$ cat config.mk
export PLATFORM = sky130hd
export DESIGN_NAME = store_align
export DESIGN_NICKNAME = d
export VERILOG_FILES = /design/src/rtl/isa_shared.sv /design/src/rtl/store_lane_gen.sv /design/src/rtl/store_align.sv
export SDC_FILE = /design/constraint.sdc
export NUM_CORES = 1
export LEC_CHECK = 0
export CAP_MARGIN = 20
export CORE_MARGIN = 5
export CORE_UTILIZATION = 46
export CTS_BUF_LIST = sky130_fd_sc_hd__clkbuf_8
export DETAILED_ROUTE_END_ITERATION = 12
export GPL_TIMING_DRIVEN = 0
export PLACE_DENSITY = 0.92
export SLEW_MARGIN = 30
export SYNTH_ARGS = -nofsm -noshare
export SYNTH_HDL_FRONTEND = slang
export SYNTH_HIERARCHICAL = 1
export SYNTH_SLANG_ARGS = --single-unit
$ cat constraint.sdc
create_clock -name clk -period 2.4 [get_ports clk]
set_input_delay 0.48 -clock clk [delete_from_list [all_inputs] [get_ports clk]]
set_output_delay 0.48 -clock clk [all_outputs]
set_load 0.01 [all_outputs]
$ cat src/rtl/isa_shared.sv
// ============================================================================
// Module      : isa_shared (package)
// Description : Store-size encoding and size-to-byte-mask constants shared by
//               the store alignment path.
// Revision    : 1.0 - initial release
// ============================================================================
`default_nettype none

package isa_shared;

  // Store size as encoded on the request interface; 2'b11 is illegal.
  typedef enum logic [1:0] {
    ST_B = 2'd0,
    ST_H = 2'd1,
    ST_W = 2'd2
  } st_size_t;

  // Unshifted byte-lane masks for each legal size.
  localparam logic [3:0] MASK_B = 4'h1;
  localparam logic [3:0] MASK_H = 4'h3;
  localparam logic [3:0] MASK_W = 4'hF;

  // Byte mask for a size; an all-zero mask marks the illegal encoding.
  function automatic logic [3:0] size_mask(input logic [1:0] size);
    logic [3:0] m;
    case (size)
      2'd0:    m = MASK_B;
      2'd1:    m = MASK_H;
      2'd2:    m = MASK_W;
      default: m = 4'h0;
    endcase
    return m;
  endfunction

endpackage

`default_nettype wire

$ cat src/rtl/store_lane_gen.sv
// ============================================================================
// Module      : store_lane_gen
// Description : Combinational lane shifter. Places a right-justified store
//               value and its byte mask at the byte offset within a 64-bit
//               (two-word) window.
// Revision    : 1.0 - initial release
// ============================================================================
`default_nettype none

module store_lane_gen
  import isa_shared::*;
(
  input  logic [31:0] data_i,
  input  logic [1:0]  off_i,
  input  st_size_t    size_i,
  output logic [63:0] data_o,
  output logic [7:0]  mask_o
);

  logic [5:0] shamt;

  assign shamt = {1'b0, off_i, 3'b000};

  // Shift zero-extended data and size mask up to the addressed byte lane.
  always_comb begin
    data_o = {32'd0, data_i} << shamt;
    mask_o = {4'd0, size_mask(size_i)} << off_i;
  end

endmodule

`default_nettype wire

$ cat src/rtl/store_align.sv
// ============================================================================
// Module      : store_align
// Description : Store alignment unit. Accepts a byte/half/word store with an
//               arbitrary byte address and issues one or two word-aligned
//               write beats with byte strobes, then pulses st_done or
//               st_fault.
//               Build option STORE_SPLIT_EN: when defined, stores that cross
//               a word boundary are split into two beats; otherwise they are
//               rejected with st_fault and no beat is issued.
// Revision    : 1.0 - initial release
// ============================================================================
`default_nettype none

module store_align
  import isa_shared::*;
#(
  parameter int DATA_WIDTH = 32,
  parameter int ADDR_WIDTH = 32
) (
  input  logic                    clk,
  input  logic                    rst,
  input  logic                    req_valid,
  output logic                    req_ready,
  input  logic [ADDR_WIDTH-1:0]   req_addr,
  input  logic [DATA_WIDTH-1:0]   req_data,
  input  st_size_t                req_size,
  output logic                    mem_valid,
  input  logic                    mem_ready,
  output logic [ADDR_WIDTH-1:0]   mem_addr,
  output logic [DATA_WIDTH-1:0]   mem_wdata,
  output logic [DATA_WIDTH/8-1:0] mem_wstrb,
  output logic                    st_done,
  output logic                    st_fault
);

  localparam logic [1:0] S_IDLE  = 2'd0;
  localparam logic [1:0] S_BEAT0 = 2'd1;
  localparam logic [1:0] S_BEAT1 = 2'd2;
  localparam logic [1:0] S_RESP  = 2'd3;

`ifdef STORE_SPLIT_EN
  localparam int BEATS = 2;
`else
  localparam int BEATS = 1;
`endif

  logic [1:0]            state_q, state_d;
  logic [ADDR_WIDTH-1:0] addr_q;
  logic [32*BEATS-1:0]   data_q;
  logic [4*BEATS-1:0]    mask_q;
  logic                  fault_q;

  logic [63:0]           lane_data;
  logic [7:0]            lane_mask;
  logic                  lane_crosses;
  logic                  size_illegal;
  logic                  accept;
  logic                  accept_fault;

  store_lane_gen u_lane_gen (
    .data_i (req_data[31:0]),
    .off_i  (req_addr[1:0]),
    .size_i (req_size),
    .data_o (lane_data),
    .mask_o (lane_mask)
  );

  assign lane_crosses = |lane_mask[7:4];
  assign size_illegal = (size_mask(req_size) == 4'h0);
  assign accept       = (state_q == S_IDLE) && req_valid;

`ifdef STORE_SPLIT_EN
  assign accept_fault = size_illegal;
`else
  // Upper lane data only matters when a second beat can be issued.
  logic unused_lane_hi;
  assign unused_lane_hi = ^lane_data[63:32];
  assign accept_fault   = size_illegal | lane_crosses;
`endif

  // State register.
  always_ff @(posedge clk) begin
    if (rst) begin
      state_q <= S_IDLE;
    end else begin
      state_q <= state_d;
    end
  end

  // Latch the aligned request on acceptance; held stable for the whole store.
  always_ff @(posedge clk) begin
    if (rst) begin
      addr_q  <= '0;
      data_q  <= '0;
      mask_q  <= '0;
      fault_q <= 1'b0;
    end else if (accept) begin
      addr_q  <= {req_addr[ADDR_WIDTH-1:2], 2'b00};
      data_q  <= lane_data[32*BEATS-1:0];
      mask_q  <= lane_mask[4*BEATS-1:0];
      fault_q <= accept_fault;
    end
  end

  // Next-state logic.
  always_comb begin
    state_d = state_q;
    case (state_q)
      S_IDLE: begin
        if (req_valid) begin
          state_d = accept_fault ? S_RESP : S_BEAT0;
        end
      end
      S_BEAT0: begin
        if (mem_ready) begin
`ifdef STORE_SPLIT_EN
          state_d = (|mask_q[7:4]) ? S_BEAT1 : S_RESP;
`else
          state_d = S_RESP;
`endif
        end
      end
      S_BEAT1: begin
`ifdef STORE_SPLIT_EN
        if (mem_ready) begin
          state_d = S_RESP;
        end
`else
        // Unreachable without splitting; recover to idle.
        state_d = S_IDLE;
`endif
      end
      S_RESP:  state_d = S_IDLE;
      default: state_d = S_IDLE;
    endcase
  end

  // Output decode from state and latched request.
  always_comb begin
    req_ready = 1'b0;
    mem_valid = 1'b0;
    mem_addr  = '0;
    mem_wdata = '0;
    mem_wstrb = '0;
    st_done   = 1'b0;
    st_fault  = 1'b0;
    case (state_q)
      S_IDLE: begin
        req_ready = 1'b1;
      end
      S_BEAT0: begin
        mem_valid = 1'b1;
        mem_addr  = addr_q;
        mem_wdata = data_q[31:0];
        mem_wstrb = mask_q[3:0];
      end
`ifdef STORE_SPLIT_EN
      S_BEAT1: begin
        mem_valid = 1'b1;
        mem_addr  = addr_q + ADDR_WIDTH'(4);
        mem_wdata = data_q[63:32];
        mem_wstrb = mask_q[7:4];
      end
`endif
      S_RESP: begin
        st_done  = ~fault_q;
        st_fault = fault_q;
      end
      default: begin
        req_ready = 1'b0;
      end
    endcase
  end

endmodule

`default_nettype wire

Word-level counts from Yosys, hierarchy flattened --
Cells that the tools add are included. W data, S select, Z words.
Cells by class: add/subtract/negate cells 0, multiply operators 0, divide/modulo/power cells 0, $lt $le $gt $ge 0, equality and inequality tests 7, shifts and indexed selects 2, multiplexer cells 12, bitwise operators 2, reduce and logical (&&, ||, !) cells 7
Operators by type and width (count):
- $mux W32 | 2
- $shl A32 B5 Y32 | 1
- $pmux W4 S3 | 1
- $shl A4 B2 Y8 | 1
- $eq A2 B2 Y1 const B | 3
- $mux W2 | 3
- $pmux W2 S3 | 1
- $eq A2 B1 Y1 const B | 2
- $logic_not A2 Y1 | 2
- $logic_not A4 Y1 | 1
- $mux W1 | 4
- $mux W4 | 1
- $ne A2 B2 Y1 const B | 2
- $reduce_or A4 Y1 | 1
- $reduce_and A2 Y1 | 1
- $reduce_or A2 Y1 | 1
- $logic_and A1 B1 Y1 | 1
- $not A1 Y1 | 1
- $or A1 B1 Y1 | 1
Word-level totals: bits in registers 69, latch bits 0, bits in writable memories 0, bits in read-only memories 0, bits of input ports 70, output and inout port bits 72, logic and storage cells 35, memories 0

Logic depth before layout (Yosys ltp) --
word-level depth 8, gate-level depth with buffers 8, gate-level depth less buffers 8

By module --
The synthesis kept the hierarchy.
Modules (own cells, without submodules):
- store_align | instances 1, cells each 381, area an instance 2887.8 µm², seq. area each 1381.3 µm²
- store_lane_gen | instances 1, cells each 138, area an instance 903.4 µm², seq. area each 0.0 µm²

Least setup slack after synthesis --
Ideal clock, no wire load.
path type input to register, start in req_addr[1], end reg fault_q, setup time 0.137 ns, arrival time 1.795 ns, required time 2.263 ns, slack 0.468 ns, stages on the path 7, buffers on the path 2, cell sequence buf_2 > nor2b_1 > buf_2 > a22o_1 > or4_1 > a21oi_1 > a211oi_1
On the way: longest elaborated chain between the ends 3
Ends and longest elaborated chain:
- from (decl) | line store_align.sv:24 | input logic [ADDR_WIDTH-1:0] req_addr,
- $shl A4 B2 Y8 | line store_lane_gen.sv:27 | mask_o = {4'd0, size_mask(size_i)} << off_i;
- net lane_mask[4] | line store_align.sv:54 | logic [7:0] lane_mask;
- $reduce_or A4 Y1 | line store_align.sv:68 | assign lane_crosses = |lane_mask[7:4];
- $or A1 B1 Y1 | line store_align.sv:78 | assign accept_fault = size_illegal | lane_crosses;
- to (signal assigned) | line store_align.sv:101 | fault_q <= accept_fault;
- to (decl) | line store_align.sv:51 | logic fault_q;
The timed path passes the listed nets, and every way through them passes these cells. A chain may end at the register's enable or synchronous reset.

Worst setup path in the final report --
start reg state_q[1], end out mem_wdata[29]
On the way: longest elaborated chain between the ends 2
Ends and longest elaborated chain:
- from (decl) | line store_align.sv:47 | logic [1:0] state_q, state_d;
- from (signal assigned) | line store_align.sv:86 | state_q <= state_d;
- $eq A2 B1 Y1 | line store_align.sv:147 | case (state_q)
- $mux W32 | line store_align.sv:147
- to (decl) | line store_align.sv:30 | output logic [DATA_WIDTH-1:0] mem_wdata,
Every way passes these cells.

==> flow_summary.ini <==
[pwr]
vdd_ir_drop_max_v = 0.000369
p_per_area_mw_per_mm2 = 515
leakage_nw = 2.55
finalPower_w = 0.00274

[critical_path]
cp_slowest_stage_delay_ns = 0.54
arrival_ns = 1.89
crit_path_end = mem_wdata[29]
timing.rr.start = state_q[1]
worst-setup-path-type = reg -> out
crit_slowest_cell = clkdlybuf4s50_1
cp.required_ns = 1.92
worst-path-stages = 4
critPathTopFamily = buffers and inverters
path_buf_inv = 2
startpoint_type = register
rr_endpoint = addr_q[27]
crit_path_cell_trace = and2b_4, clkbuf_4, and2_1, clkdlybuf4s50_1
crit_path_start = state_q[1]
endpoint_kind = output port
rr_worst_depth = 5
worstPathMaxFanout = 10
r2r_slack_ns = 0.78

[outcome]
status = finished, final reports clean

[yosys]
yosys_warnings = 6
synth.avg_cell_area_um2 = 7.48
netlist_area_mm2 = 0.00358
syn_inst = 479

[floorplan]
num_io_pins = 142
start_util = 0.468
die_w_um = 98.2
die_h_um = 98.2
die_area_mm2 = 0.00965
row_count = 32
core_area_mm2 = 0.00765

[clocking]
numCtsBuffers = 9
h-tree-depth = 3
path_clk_slew_ns = 0.07
clock_sinks = 69
clockBufferDepth = 2
cts_tree = done
cts_root_buf = clkbuf_8
clkLatencyLatePin_ns = 0.35

[routing]
ant_nets = 0
via_per_inst = 5.05
first_iter_violations = 203
routed_wl_um = 10900
drc = 0
vias = 3720
dr.pass1.iters = 5
wl_per_cell_um = 14.8

[global_route]
antenna_found_initial = 0
grt_first_pass_wirelength_um = 17400
grt_max_degree = 12
grt_overflow_total = 0
grt_pass1_vias = 3717
grt_usage = 0.220

[sta]
period_share = 0.988
setup_violations = 0
max-slew-margin-rel = 0.668
tightestPinTransition_ns = 0.496
fin_skew_ns = 0.00773
fmax_mhz = 422
hold_viol = 0
slew_violations = 0
period_needed_ns = 2.37
rsz0062_at_grt = yes

[placed_design]
place_hpwl_um = 8400
place_congestion = 0.905
dp.cells = 719
port_buffers = 137
dpl_cell_area_mm2 = 0.00508

[final_layout]
final_area_mm2 = 0.00533
fin_nets = 703
drive_gt1_frac = 0.0772
layout.cells.non_filler = 737
area_delta_synth_final_pct = 48.9
antenna_cells = 0
fin_util = 0.697

[run]
drv_cap = 0

[hold_path]
hold_path.class = reg -> reg
==> sequential cells by signal, indices dropped and copies added (netlist names) <==
name,flops
addr_q,30
data_q,32
fault_q,1
mask_q,4
state_q,2
==> per-layer routing <==
layer,up-vias,part of all wire,track usage
met4,0,0.025,0.0819
met5,-,0,0
met3,25,0.084,0.0500
li1,1832,-,-
met1,1685,0.41,0.272
met2,178,0.48,0.375
==> timing repair <==
| action | 4_1_cts | 5_1_grt |
|---|---|---|
| pin swaps | 0 | 0 |
| endpoints found under the setup margin | 67 | 50 |
| hold buffers | 0 | 0 |
| setup buffers | 2 | 0 |
| resized for setup | 33 | 22 |
==> placed cells by master (no fill, tap or decap), drive strengths merged <==
| master | count |
|---|---|
| and2b | 1 |
| inv | 6 |
| nor3b | 1 |
| ha | 3 |
| conb | 3 |
| mux2i | 34 |
| buf | 26 |
| nor3 | 1 |
| o31ai | 1 |
| clkinv | 4 |
| or3b | 1 |
| dfxtp | 69 |
| and2 | 76 |
| o21ai | 8 |
| nand3b | 1 |
| or4 | 1 |
| nand2 | 142 |
| nor2 | 14 |
| a211oi | 1 |
| a21oi | 67 |
| dlygate4sd2 | 16 |
| a22o | 2 |
| clkbuf | 31 |
| dlymetal6s2s | 19 |
| nor2b | 2 |
| and3 | 2 |
| clkdlybuf4s50 | 102 |
| o22ai | 1 |
==> how the worst min path moves through the flow <==
stage | start | slack [ns] | depth (start not counted) | to
final | addr_q[5] | 0.45 | 2 | addr_q[5]
after global routing | data_q[0] | 0.47 | 2 | data_q[0]
after CTS | addr_q[24] | 0.45 | 2 | addr_q[24]
after detailed placement | addr_q[24] | 0.44 | 2 | addr_q[24]
after global placement | addr_q[29] | 0.44 | 2 | addr_q[29]
after floorplan | addr_q[10] | 0.43 | 2 | addr_q[10]
==> stage by stage <==
| stage | worst slack (ns) | setup TNS [ns] | hold WS (ns) |
|---|---|---|---|
| CTS | -0.0161 | -0.0374 | 0.453 |
| floorplan | 0.469 | 0 | 0.432 |
| finish | 0.0283 | 0 | 0.450 |
| detailed placement | -0.260 | -1.39 | 0.443 |
| global placement | -0.223 | -0.805 | 0.437 |
| global route | -0.0325 | -0.319 | 0.472 |
==> where the power goes <==
group,internal [W],switching (W)
registers,0.00122,0.0000404
logic,0.000316,0.000330
clock network,0.000392,0.000441
total,0.00193,0.000811
==> worst min-delay path: stages (launching register included) <==
cell     delay (ns)
dfxtp_1        0.31
nand2_1        0.05
a21oi_1        0.05
==> layout make-up <==
type	instances	area (um2)
Clock inverter	6	31.3
Sequential cell	69	1380
Inverter	4	15.0
Timing Repair Buffer	139	1410
Buffer	45	277
Fill cell	621	2320
Tap cell	102	128
Multi-Input combinational cell	362	1950
Clock buffer	10	138
Note: power is estimated with default switching activity, not from simulation.
